[src/rtl/instr_encoder.sv]
// Instruction encoder: packs field bundles into 64-bit instruction words,
// queues them in a small FIFO and drains them into instruction memory.
module instr_encoder #(
  parameter int unsigned DEPTH     = 4,
  parameter int unsigned AW        = 10,
  parameter int unsigned BASE_ADDR = 0
) (
  input  logic                     clk,
  input  logic                     rst,
  input  logic                     in_valid,
  output logic                     in_ready,
  input  logic [5:0]               in_type,
  input  logic [5:0]               in_opcode,
  input  logic [4:0]               in_rs1,
  input  logic [4:0]               in_rs2,
  input  logic [4:0]               in_rd,
  input  logic [15:0]              in_imm,
  input  logic [15:0]              in_maddr,
  output logic                     mem_we,
  input  logic                     mem_ready,
  output logic [AW-1:0]            mem_waddr,
  output logic [63:0]              mem_wdata,
  input  logic                     addr_load,
  input  logic [AW-1:0]            addr_value,
  output logic                     err,
  output logic [7:0]               err_count,
  output logic [$clog2(DEPTH):0]   level
);

  localparam int unsigned PW = $clog2(DEPTH);
  localparam int unsigned LW = PW + 1;

  logic [63:0]   r_mem [DEPTH];
  logic [PW-1:0] r_wptr;
  logic [PW-1:0] r_rptr;
  logic [LW-1:0] r_level;
  logic [AW-1:0] r_addr;
  logic          r_err;
  logic [7:0]    r_err_count;

  logic          w_legal;
  logic [4:0]    w_rs1;
  logic [4:0]    w_rs2;
  logic [4:0]    w_rd;
  logic [15:0]   w_imm;
  logic [63:0]   w_word;
  logic          w_full;
  logic          w_empty;
  logic          w_accept;
  logic          w_push;
  logic          w_bad;
  logic          w_pop;

  // Select which fields each type carries; unused fields stay zero.
  always_comb begin
    w_legal = 1'b1;
    w_rs1   = '0;
    w_rs2   = '0;
    w_rd    = '0;
    w_imm   = '0;
    case (in_type)
      6'd0: begin
        w_rs1 = in_rs1;
        w_rs2 = in_rs2;
        w_rd  = in_rd;
      end
      6'd1: begin
        // Shift amount shares the rs2 slot; wider amounts are rejected.
        w_rs1   = in_rs1;
        w_rd    = in_rd;
        w_rs2   = in_imm[4:0];
        w_legal = (in_imm[15:5] == 11'd0);
      end
      6'd2: begin
        case (in_opcode)
          6'd1: begin
            w_rs1 = in_rs1;
            w_rd  = in_rd;
            w_imm = in_maddr;
          end
          6'd2: begin
            w_rs1 = in_rs1;
            w_imm = in_maddr;
          end
          default: w_legal = 1'b0;
        endcase
      end
      6'd3, 6'd4: w_imm = in_maddr;
      6'd5: begin
        w_rs1 = in_rs1;
        w_rs2 = in_rs2;
      end
      6'd6: begin
        w_rd  = in_rd;
        w_imm = in_imm;
      end
      default: w_legal = 1'b0;
    endcase
  end

  assign w_word   = {in_type, in_opcode, w_rs1, w_rs2, w_rd, w_imm, 21'd0};

  assign w_full   = (r_level == LW'(DEPTH));
  assign w_empty  = (r_level == '0);
  assign w_accept = in_valid && !w_full;
  assign w_push   = w_accept && w_legal;
  assign w_bad    = w_accept && !w_legal;
  assign w_pop    = !w_empty && mem_ready;

  // FIFO storage; contents are don't-care when not counted by r_level.
  always_ff @(posedge clk) begin
    if (w_push) begin
      r_mem[r_wptr] <= w_word;
    end
  end

  // FIFO pointers and occupancy.
  always_ff @(posedge clk or posedge rst) begin
    if (rst) begin
      r_wptr  <= '0;
      r_rptr  <= '0;
      r_level <= '0;
    end else begin
      if (w_push) begin
        r_wptr <= r_wptr + PW'(1);
      end
      if (w_pop) begin
        r_rptr <= r_rptr + PW'(1);
      end
      case ({w_push, w_pop})
        2'b10:   r_level <= r_level + LW'(1);
        2'b01:   r_level <= r_level - LW'(1);
        default: r_level <= r_level;
      endcase
    end
  end

  // Write-address counter; an explicit load wins over the post-write increment.
  always_ff @(posedge clk or posedge rst) begin
    if (rst) begin
      r_addr <= AW'(BASE_ADDR);
    end else if (addr_load) begin
      r_addr <= addr_value;
    end else if (w_pop) begin
      r_addr <= r_addr + AW'(1);
    end
  end

  // Illegal-bundle pulse and saturating counter.
  always_ff @(posedge clk or posedge rst) begin
    if (rst) begin
      r_err       <= 1'b0;
      r_err_count <= '0;
    end else begin
      r_err <= w_bad;
      if (w_bad && (r_err_count != 8'hFF)) begin
        r_err_count <= r_err_count + 8'd1;
      end
    end
  end

  assign in_ready  = !w_full;
  assign mem_we    = !w_empty;
  assign mem_waddr = r_addr;
  assign mem_wdata = r_mem[r_rptr];
  assign err       = r_err;
  assign err_count = r_err_count;
  assign level     = r_level;

endmodule

[config.mk]
export PLATFORM = sky130hd
export DESIGN_NAME = instr_encoder
export DESIGN_NICKNAME = d
export VERILOG_FILES = /design/src/rtl/instr_encoder.sv
export SDC_FILE = /design/constraint.sdc
export NUM_CORES = 1
export LEC_CHECK = 0
export ABC_CLOCK_PERIOD_IN_PS = 3300
export BUFFER_PORTS_ARGS = -buffer_cell sky130_fd_sc_hd__buf_2
export CAP_MARGIN = 15
export CORE_ASPECT_RATIO = 2
export CORE_MARGIN = 2
export CORE_UTILIZATION = 35
export DETAILED_ROUTE_END_ITERATION = 8
export PLACE_DENSITY_LB_ADDON = 0.15
export SETUP_SLACK_MARGIN = 0.5
export SLEW_MARGIN = 20
export SYNTH_ARGS = -nofsm -noshare
export SYNTH_HDL_FRONTEND = slang
export SYNTH_SLANG_ARGS = --single-unit
[constraint.sdc]
create_clock -name clk -period 3.3 [get_ports clk]
set_input_delay 0.165 -clock clk [delete_from_list [all_inputs] [get_ports clk]]
set_output_delay 0.165 -clock clk [all_outputs]
set_load 0.01 [all_outputs]
# Yosys cells after proc, flatten, opt, wreduce, memory -nomap -nowiden
# Memory sizes are Yosys's and may differ from the RTL's.
# Cells that the tools add are included.
# classes
reduce_logical	19
eq_ne	12
n_mux	14
addsub	6
# op_table
op	count
16-bit one-hot mux with 3 select lines	1
5-bit one-hot mux with 2 select lines	3
10-bit 2-to-1 mux	2
6-bit by 2-bit equality test with 1-bit output, second input constant	3
6-bit by 3-bit equality test with 1-bit output, second input constant	3
16-bit 2-to-1 mux	1
6-bit by 1-bit equality test with 1-bit output, second input constant	2
11-bit logical NOT	1
10-bit by 1-bit adder with 10-bit output, second input constant	1
5-bit 2-to-1 mux	2
8-bit by 1-bit adder with 8-bit output, second input constant	1
8-bit != test, second input constant	1
6-bit logical NOT	1
3-bit one-hot mux with 2 select lines	1
2-bit OR reduction	3
3-bit OR reduction	2
1-bit logical AND	5
5-bit OR reduction	1
2-bit by 1-bit adder with 2-bit output, second input constant	2
2-bit nonzero test	2
3-bit by 1-bit adder with 3-bit output, second input constant	1
3-bit equality test, second input constant	1
1-bit logical NOT	3
3-bit logical NOT	1
5 further kinds	7
# totals
in_bits	74
reg_bits	26
ram_bits	172
mem_count	1
# mem_list
name	words	word_bits	rd	rd_ports_with_merged_regs	wr	line_no	source
r_mem	4	43	1	0	1	33	logic [63:0] r_mem [DEPTH];

# Logic depth before layout (Yosys ltp)
# Gate-level depths: netlist of the first run.
# logic_depth
depth_word	7
mapped_depth	12
ltp_nobuf	11

# Worst setup path after synthesis of the first run
# No wires, ideal clock.
# synth_path
path_kind	input to register
from	input in_opcode[3]
to	memory r_mem[0][0] (netlist name) (enable)
arrival_ns	2.417
t_required_ns	2.895
setup_slack_ns	0.478
path_buffers	0
cell_stages	5
setup_ns	0.405
path_cell_list	or4_4 -> nor4_1 -> o31a_2 -> o21ba_2 -> and2_1
# synth_between
elab_chain_len	7
# synth_lines
item	line_no	source
start, declared	13	input logic [5:0] in_opcode,
6-bit by 2-bit equality test with 1-bit output / 6-bit by 1-bit equality test with 1-bit output (equally long branches)	75	case (in_opcode)
2-bit OR reduction (no source line) *	-	
1-bit 2-to-1 mux *	75	
1-bit one-hot mux with 3 select lines *	61	case (in_type)
1-bit logical AND *	106	assign w_push = w_accept && w_legal;
1-bit 2-to-1 mux *	112	if (w_push) begin
1-bit 2-to-1 mux (implied by the code) *	113	r_mem[r_wptr] <= w_word;
end, declared	33	
# Every way passes the cells marked *; elsewhere a longest branch is shown, timed or not.

# Worst setup path after layout of the first run
# layout_path
from	input in_opcode[3]
to	memory r_mem[3][41] (netlist name) (enable)
# Same word-level chain as after synthesis.

==> reports/metrics.yaml, run 1 <==
outcome: "finished clean"
drtAntennaViolNets: 0
vdd_ir_drop_max_mv: 0.363
gp_congestion: 0.770
setup-violations-final: 0
maxCapViolCount: 0
yosysWarnings: 0
clk_pin_slew_ps: 70
design.portCount: 162
worst_slew_pin_slew_ps: 823
finalMaxSlewViolations: 0
floorplan.initialDensity: 0.356
numCtsBuffers: 17
synth_top_area_cell: "edfxtp_1"
totalWireLength_um: 19000
unrepaired_setup_endpoints_after_global_routing: "no"
worstPathArrival_ps: 2800
fmax_mhz: 376
timing.setup.critical_path_class: "input pin to flip-flop"
overflow: 0
die_x_um: 113
detailedRoute.firstIterationViolations: 198
diodes: 0
required_ps: 3440
postSynth.topFlopCell: "edfxtp_1"
finalClockSkew_ps: 6.44
grt_start_max_net_pins: 31
crit_path_end_kind: "flip-flop"
yosys.cell_count.top_type: "edfxtp_1"
powerDensity_mw_per_mm2: 685
crit_path_cell_trace: "dlygate4sd3_1 -> buf_2 -> or4_4 -> nor4_1 -> o31a_2 -> o21ba_2 -> and2_2 -> buf_12"
syn-instance-count: 460
crit_buf_inv: 3
synth_async_sr_flop_share: 0.131
hpwl_um: 13100
fp-row-count: 79
worst_skew_pair.late_latency_ps: 430
crit_path_top_delay_cell: "or4_4"
via_count_of_the_first_global_routing_pass: 5171
critPathTopFamily: "simple AND/OR/NAND/NOR gates"
chipHeight_um: 221
hold_path_class: "input pin to flip-flop"
post_synth_num_cell_types: 44
fin_crit_ps: 2660
post_cts.resized_instances: 0
clock_tree_from_tritoncts: "done"
htreeDepth: 4
drt-vias-per-instance: 5.07
finalSetupTns_ps: 0
final_layout_size_suffix_gt1_frac: 0.382
synth_top_cell_area_share: 0.625
clockRootBuffer: "clkbuf_16"
final_nets: 716
report.final.hold_viol_count: 0
detailed_router_iteration_count_before_antenna_repair: 4
portBuffers: 140
maximum_number_of_buffers_from_clock_root_to_sink: 2
synth_area_mm2: 0.00826
design.die.area_mm2: 0.0249
grt_pass1_wl_um: 29500
max_stage_delay_ps: 570
post-route-util: 0.435
drc: 0
global_route.usage.total: 0.158
maxSlewHeadroom: 0.451
avgRoutedWirePerCell_um: 20.4
areaGrowthSynthToFinish_pct: 22.2
worstSetupStartpointType: "input pin"
synth.top_cells.by_area: "edfxtp_1 63%, mux4_2 12%, dfrtp_1 7.9%, buf_4 2.0%, xor2_1 1.8%"
layout_worst_path_cycle_share: 0.806
vias: 4711
postSynthAreaPerCell_um2: 18.0
critical_path_peak_fanout: 16
design.core.area_mm2: 0.0232
number_of_flops_mapped_to_enable_cells_by_yosys: 172
yosysSeqAreaShare: 0.704
antenna_found_initial: 1
power.static_leakage_nw: 3.74
synth_common_cells: "172 x edfxtp_1, 43 x mux4_2, 26 x dfrtp_1"
synth-seq-cells: 198
clock_sinks: 198
cell families (layout without fill, tap and decap cells):
kind of cell    Yosys count  in the layout  synth area share
xor+xnor                 23             23            0.0244
compound gates           39             39            0.0344
flops                   198            198             0.704
simple gates             86             86            0.0581
other cells               1             21          0.000454
mux                      53             53             0.130
fa+ha+maj                 8              8            0.0130
buf+inv                  52            219            0.0356
metal layers:
metal  wire [um]  part of all wire  up-vias  global-route usage
met1        6960              0.37     2430               0.168
li1            -                 -     2126                   -
met4         321             0.017        2              0.0582
met2       10800              0.57      130               0.293
met5          11           0.00058        -                   0
met3         877             0.046       23              0.0403
stage by stage:
stage	instance area, um2	power [mW]	hold slack [ps]	cells	worst slack (ps)
detailed placement	9320	5.02	385	878	702
floorplan	8340	4.27	205	480	937
global route	10100	7.29	86.3	930	515
finish	10100	6.92	85.3	930	639
global placement	9320	5.00	376	878	707
CTS	10100	7.06	6.05	929	613
state kept, by name, summed over array words and instances (netlist names):
register	count
r_mem	172
mem_waddr	10
err_count	8
level	3
r_rptr	2
r_wptr	2
err	1
area by class of cell:
type                       instances  area [um2]
clock buffer                      18         429
multi-input combinational        230        2230
sequential                       198        5820
inverter                          10        37.5
tap                              283         354
fill                            2094       13100
timing repair buffer             177        1080
clock inverter                    14         145
timing repair:
item	4_1_cts	5_1_grt
buffers inserted	0	0
endpoints found under the hold margin	46	26
hold buffers	19	1
path summary, 6_finish.rpt:
path                                   start            to  slack (ps)  cells past startpoint
worst max-delay path            in_opcode[3]  r_mem[3][41]         640                      8
worst min-delay path                in_rd[3]  r_mem[0][19]          90                      2
worst max register to register      level[0]      level[2]         910                     11
worst min register to register  err_count[5]  err_count[5]         530                      1
max in group asynchronous                rst     r_rptr[0]        2540                      3
min in group asynchronous                rst     r_wptr[1]         330                      3
report_power, final:
| group | internal [mW] | total, mW | switching [mW] |
|---|---|---|---|
| logic | 0.933 | 1.76 | 0.826 |
| registers | 2.85 | 3.16 | 0.311 |
| clock network | 1.06 | 2.01 | 0.941 |
placed cells by master, fill, tap and decap left out, drive strengths merged, types with 15 or more instances in the layout:
cell	count
edfxtp	172
buf	157
mux4	43
dfrtp	26
conb	21
dlygate4sd3	20
clkbuf	18
xor2	17
nand2	16
a22o	16
inv	15
(Power assumes the default switching activity.)
==> run 2, diff against run 1 <==
--- a/config.mk
+++ b/config.mk
@@ -5,7 +5,7 @@
 export SDC_FILE = /design/constraint.sdc
 export NUM_CORES = 1
 export LEC_CHECK = 0
-export ABC_CLOCK_PERIOD_IN_PS = 3300
+export ABC_CLOCK_PERIOD_IN_PS = 2200
 export BUFFER_PORTS_ARGS = -buffer_cell sky130_fd_sc_hd__buf_2
 export CAP_MARGIN = 15
 export CORE_ASPECT_RATIO = 2
==> constraint.sdc (replaced) <==
create_clock -name clk -period 2.2 [get_ports clk]
set_input_delay 0.11 -clock clk [delete_from_list [all_inputs] [get_ports clk]]
set_output_delay 0.11 -clock clk [all_outputs]
set_load 0.01 [all_outputs]
==> run 2 against run 1 <==
Against the previous run: critical endpoint is now mem_wdata[59]; via count rose by 7.2%; flip-flop and latch count stayed put; sequential power rose by 42%.
==> reports/metrics.yaml, run 2 (synthesized netlist as in run 1, its figures left out) <==
totalWireLength_um: 21100  # +11%
gp_congestion: 0.785  # +1.9%
crit_path_cell_trace: "buf_12 -> mux4_2 -> buf_2"
clock_tree_from_tritoncts: "done"
switchingPower_mw: 3.41  # +64%
outcome: "finished clean"
pwr-share-clk: 0.267  # -0.023
finalClockSkew_ps: 7.77  # +1.33 ps
clock_sinks: 198  # unchanged
crit_path_top_delay_cell: "mux4_2"
floorplan.initialDensity: 0.356  # unchanged
numCtsBuffers: 17  # unchanged
drtAntennaViolNets: 0  # unchanged
drc: 0  # unchanged
antenna_found_initial: 1  # unchanged
maxCapViolCount: 0  # unchanged
largest_register_ff_count: 172  # unchanged
finalMaxSlewViolations: 0  # unchanged
final_layout_size_suffix_gt1_frac: 0.483  # +0.101
detailed_router_iteration_count_before_antenna_repair: 4  # unchanged
layout.cells.most_common_list: "172 x edfxtp_1, 132 x buf_2, 43 x mux4_2"
p_int_mw: 7.78  # +61%
grt_pass1_wl_um: 32200  # +9.0%
maxSlewHeadroom: 0.666  # +0.215
fin_crit_ps: 1990
hold_path_class: "input pin to flip-flop"
seqPwrFrac: 0.401  # -0.055
global_route.usage.total: 0.174  # +0.0160
chipHeight_um: 221  # unchanged
overflow: 0  # unchanged
grt_start_max_net_pins: 27  # -13%
power.static_leakage_nw: 4.39  # +17%
totalPowerFinal_mw: 11.2  # +62%
clockRootBuffer: "clkbuf_16"
place_inst: 903  # +2.8%
portBuffers: 140  # unchanged
areaGrowthSynthToFinish_pct: 40.1
timing.setup.critical_path_class: "flip-flop to primary output"
critical_path_peak_fanout: 13  # -3
fmax_mhz: 502
vdd_ir_drop_max_mv: 0.649  # +79%
hpwl_um: 13800  # +5.4%
avgRoutedWirePerCell_um: 20.7  # +1.6%
worst_slew_pin_slew_ps: 496  # -327 ps
power.switching_fraction: 0.305  # +0.00467
layout_worst_path_cycle_share: 0.905
power.combinational.fraction: 0.332  # +0.078
clk_pin_slew_ps: 80  # about the same
powerDensity_mw_per_mm2: 966  # +41%
drt-vias-per-instance: 4.97  # -2.0%
stdcell_count: 1017  # +9.4%
regMostFlops: "r_mem"
final_nets: 802  # +12%
worstPathArrival_ps: 1880  # -920 ps
required_ps: 2090  # -1350 ps
unrepaired_setup_endpoints_after_global_routing: "yes"
worstSetupStartpointType: "flip-flop"
maximum_number_of_buffers_from_clock_root_to_sink: 2  # unchanged
finalSetupTns_ps: 0  # unchanged
htreeDepth: 4  # unchanged
fp-row-count: 79  # unchanged
mostFrequentLayoutCell: "edfxtp_1"
vias: 5051  # +7.2%
design.die.area_mm2: 0.0249  # unchanged
design.portCount: 162  # unchanged
worst_skew_pair.late_latency_ps: 440  # about the same
detailedRoute.firstIterationViolations: 232  # +17%
design.core.area_mm2: 0.0232  # unchanged
setup-violations-final: 0  # unchanged
die_x_um: 113  # unchanged
report.final.hold_viol_count: 0  # unchanged
crit_path_end_kind: "primary output"
max_stage_delay_ps: 560  # about the same
via_count_of_the_first_global_routing_pass: 5458  # +5.6%
## run 2: cell types whose count changed in the layout (fill, tap and decap cells not counted), sizes merged
cell	delta
clkinv	-1
clkbuf	+2
inv	+3
buf	+83
bufinv	-1
diode	+1
## run 2: timing repair
action	CTS	global route
cloned	12	3
gates resized for setup	36	37
hold endpoints to repair	56	0
setup endpoints to repair	219	195
pin swaps	5	15
buffers inserted	33	13
hold buffers	20	0
## run 2: power by group through the flow
| stage | Combinational [mW] | Sequential, mW | Clock, mW |
|---|---|---|---|
| finish | 3.71 | 4.49 | 2.99 |
| global route | 3.99 | 4.52 | 3.21 |
| CTS | 3.51 | 4.49 | 3.06 |
| detailed placement | 3.03 | 4.64 | 0 |
| global placement | 2.98 | 4.63 | 0 |
| floorplan | 1.90 | 4.54 | 0 |
## run 2: final timing paths
kind | startpoint | slack (ps) | cells after the start | end
max | r_rptr[0] | 210 | 3 | mem_wdata[59]
min | in_rd[1] | 40 | 2 | r_mem[1][17]
max reg2reg | level[1] | 250 | 11 | r_mem[2][12]
min reg2reg | err_count[5] | 520 | 1 | err_count[5]
max in group asynchronous | rst | 1380 | 4 | level[2]
min in group asynchronous | rst | 210 | 3 | err_count[5]
## run 2: layer usage
metal	global-route usage	part of all wire	up-vias
met3	0.0405	0.044	18
met1	0.189	0.36	2589
met4	0.0566	0.016	0
li1	-	-	2313
met5	0	0	-
met2	0.325	0.58	131
## run 2: metrics by stage
step            util  hold WS [ps]  cell area (um2)  setup slack (ps)
2_1_floorplan      -           150             8380              67.3
3_3_place_gp   0.416           143             9670              -157
3_5_place_dp   0.416           138             9670              -137
4_1_cts        0.484          22.7            11200               169
5_1_grt        0.498          33.9            11600               143
6_report       0.498          38.5            11600               208
## run 2: critical path, delay by kind of cell (launching register included)
kind / cells / cell delay [ps]
buf+inv: 2 / 360
flops: 1 / 510
mux: 1 / 560
## run 2: layout make-up
cell class                      instances  area, um2
Inverter                               10       37.5
Antenna cell                            1       2.50
Clock buffer                           17        425
Sequential cell                       198       5820
Fill cell                            1960      11600
Multi-Input combinational cell        230       2350
Clock inverter                         15        140
Tap cell                              283        354
Timing Repair Buffer                  263       2450
==> run 3, diff against run 2 <==
--- a/config.mk
+++ b/config.mk
@@ -5,7 +5,7 @@
 export SDC_FILE = /design/constraint.sdc
 export NUM_CORES = 1
 export LEC_CHECK = 0
-export ABC_CLOCK_PERIOD_IN_PS = 2200
+export ABC_CLOCK_PERIOD_IN_PS = 2000
 export BUFFER_PORTS_ARGS = -buffer_cell sky130_fd_sc_hd__buf_2
 export CAP_MARGIN = 15
 export CORE_ASPECT_RATIO = 2
==> constraint.sdc (replaced) <==
create_clock -name clk -period 2 [get_ports clk]
set_input_delay 0.1 -clock clk [delete_from_list [all_inputs] [get_ports clk]]
set_output_delay 0.1 -clock clk [all_outputs]
set_load 0.01 [all_outputs]
==> run 3 against run 2 <==
Against the previous run: sequential share of layout area shrank 3.2 points; highest routed layer unchanged; global-route usage rose by 0.50 points; flip-flop and latch count stayed put; routed wire length increased by 4.6%; setup slack worse by 190 ps; sequential power is 9.1% higher; utilization is 3.3 points higher; total power is 18% higher.
==> reports/metrics.yaml, run 3 (synthesized netlist as in run 1, its figures left out) <==
detailedRoute.firstIterationViolations: 263  # +13%
detailed_router_iteration_count_before_antenna_repair: 4  # unchanged
maxSlewHeadroom: 0.489  # -0.178
totalWireLength_um: 22100  # +4.6%
grt_start_max_net_pins: 26  # -3.7%
drtAntennaViolNets: 0  # unchanged
final_nets: 838  # +4.5%
outcome: "finished clean"
global_route.usage.total: 0.179  # +0.00504
drt-vias-per-instance: 4.97  # about the same
final_layout_size_suffix_gt1_frac: 0.525  # +0.0424
clock_sinks: 198  # unchanged
setup-violations-final: 0  # unchanged
areaGrowthSynthToFinish_pct: 49.5
worst_skew_pair.late_latency_ps: 440  # about the same
mostFrequentLayoutCell: "edfxtp_1"
grt_pass1_wl_um: 32900  # +2.4%
drc: 0  # unchanged
worst_slew_pin_slew_ps: 766  # +270 ps
layout_worst_path_cycle_share: 0.989
fill_cells: 1861  # -5.1%
clk_pin_slew_ps: 70  # about the same
overflow: 0  # unchanged
finalMaxSlewViolations: 0  # unchanged
floorplan.initialDensity: 0.356  # unchanged
required_ps: 1900  # -190 ps
portBuffers: 140  # unchanged
powerDensity_mw_per_mm2: 1070  # +11%
timing.setup.critical_path_class: "flip-flop to primary output"
maximum_number_of_buffers_from_clock_root_to_sink: 2  # unchanged
layout.cells.most_common_list: "172 x edfxtp_1, 105 x buf_2, 70 x buf_6"
avgRoutedWirePerCell_um: 21.0  # +1.2%
maxCapViolCount: 0  # unchanged
numCtsBuffers: 17  # unchanged
worstPathArrival_ps: 1880  # about the same
fmax_mhz: 506
htreeDepth: 4  # unchanged
gp_congestion: 0.767  # -2.3%
finalClockSkew_ps: 8.76  # +0.994 ps
report.final.hold_viol_count: 0  # unchanged
die_x_um: 113  # unchanged
regMostFlops: "r_mem"
clock_tree_from_tritoncts: "done"
critical_path_peak_fanout: 17  # +4
design.portCount: 162  # unchanged
power.static_leakage_nw: 4.72  # +7.5%
crit_path_end_kind: "primary output"
design.core.area_mm2: 0.0232  # unchanged
vias: 5230  # +3.5%
fin_crit_ps: 1980
antenna_found_initial: 0  # -1
worstSetupStartpointType: "flip-flop"
clockRootBuffer: "clkbuf_16"
totalPowerFinal_mw: 13.2  # +18%
vdd_ir_drop_max_mv: 0.686  # +5.7%
design.die.area_mm2: 0.0249  # unchanged
hold_path_class: "input pin to flip-flop"
diodes: 0  # -1
hpwl_um: 13900  # +0.42%
via_count_of_the_first_global_routing_pass: 5702  # +4.5%
post-route-util: 0.532  # +0.0333
unrepaired_setup_endpoints_after_global_routing: "yes"
fp-row-count: 79  # unchanged
largest_register_ff_count: 172  # unchanged
chipHeight_um: 221  # unchanged
-- run 3: cell types whose count changed in the layout (fill, tap and decap cells not counted), sizes merged, moves of 2 or more --
| cell | previous run | this run |
|---|---|---|
| clkinv | 5 | 7 |
| buf | 240 | 272 |
| dlygate4sd3 | 20 | 25 |
| clkinvlp | 2 | 4 |
| inv | 18 | 12 |
| bufinv | 0 | 2 |
-- run 3: worst paths after layout --
path / startpoint / cells past startpoint / slack, ps / end
setup / recovery: r_rptr[0] / 3 / 20 / mem_wdata[28]
hold / removal: in_opcode[0] / 2 / 20 / r_mem[3][31]
setup reg to reg: level[0] / 11 / 50 / level[2]
hold reg to reg: err_count[5] / 2 / 580 / err_count[5]
max in group asynchronous: rst / 4 / 1040 / mem_waddr[8]
min in group asynchronous: rst / 3 / 340 / mem_waddr[0]
-- run 3: cell type report --
class / count / area [um2] / area share
Inverter: 10 / 37.5 / 0.00304
Sequential cell: 198 / 5820 / 0.471
Timing Repair Buffer: 299 / 3070 / 0.249
Tap cell: 283 / 354 / 0.0287
Clock inverter: 15 / 155 / 0.0126
Multi-Input combinational cell: 230 / 2490 / 0.201
Clock buffer: 17 / 425 / 0.0344
-- run 3: metal layers --
| metal | track usage | share of wire | routed length (um) | vias to the layer above |
|---|---|---|---|---|
| met5 | 0 | 0 | 0 | - |
| met1 | 0.184 | 0.35 | 7710 | 2674 |
| met2 | 0.348 | 0.59 | 13000 | 149 |
| met4 | 0.0598 | 0.024 | 532 | 0 |
| li1 | - | - | - | 2380 |
| met3 | 0.0378 | 0.038 | 837 | 27 |
-- run 3: critical path, stage by stage (launching register included) --
cell     delay, ps
dfrtp_4        470
buf_16         200
mux4_2         600
buf_6          160
-- run 3: timing repair --
| action | in CTS | in global routing |
|---|---|---|
| pin swaps | 25 | 30 |
| endpoints found under the hold margin | 63 | 20 |
| gates cloned | 15 | 2 |
| gates resized for setup | 106 | 38 |
| hold buffers | 20 | 5 |
| setup endpoints to repair | 309 | 267 |
| buffers inserted | 51 | 11 |
-- run 3: where the power goes --
group	internal (mW)	switching, mW
Sequential	4.71	0.192
Clock	1.84	1.50
Combinational	2.80	2.16
-- run 3: through the flow --
| step | setup WS (ps) | std cells | cell area, um2 | hold slack, ps | TNS [ps] |
|---|---|---|---|---|---|
| final | 22.9 | 1052 | 12400 | 23.4 | 0 |
| after global routing | -42.1 | 1052 | 12400 | 9.99 | -396 |
| after detailed placement | -304 | 916 | 9810 | 280 | -42760 |
| after floorplan | -120 | 480 | 8410 | 140 | -6980 |
| after CTS | -8.71 | 1034 | 12000 | 7.54 | -30.5 |
| after global placement | -362 | 916 | 9810 | 269 | -50310 |
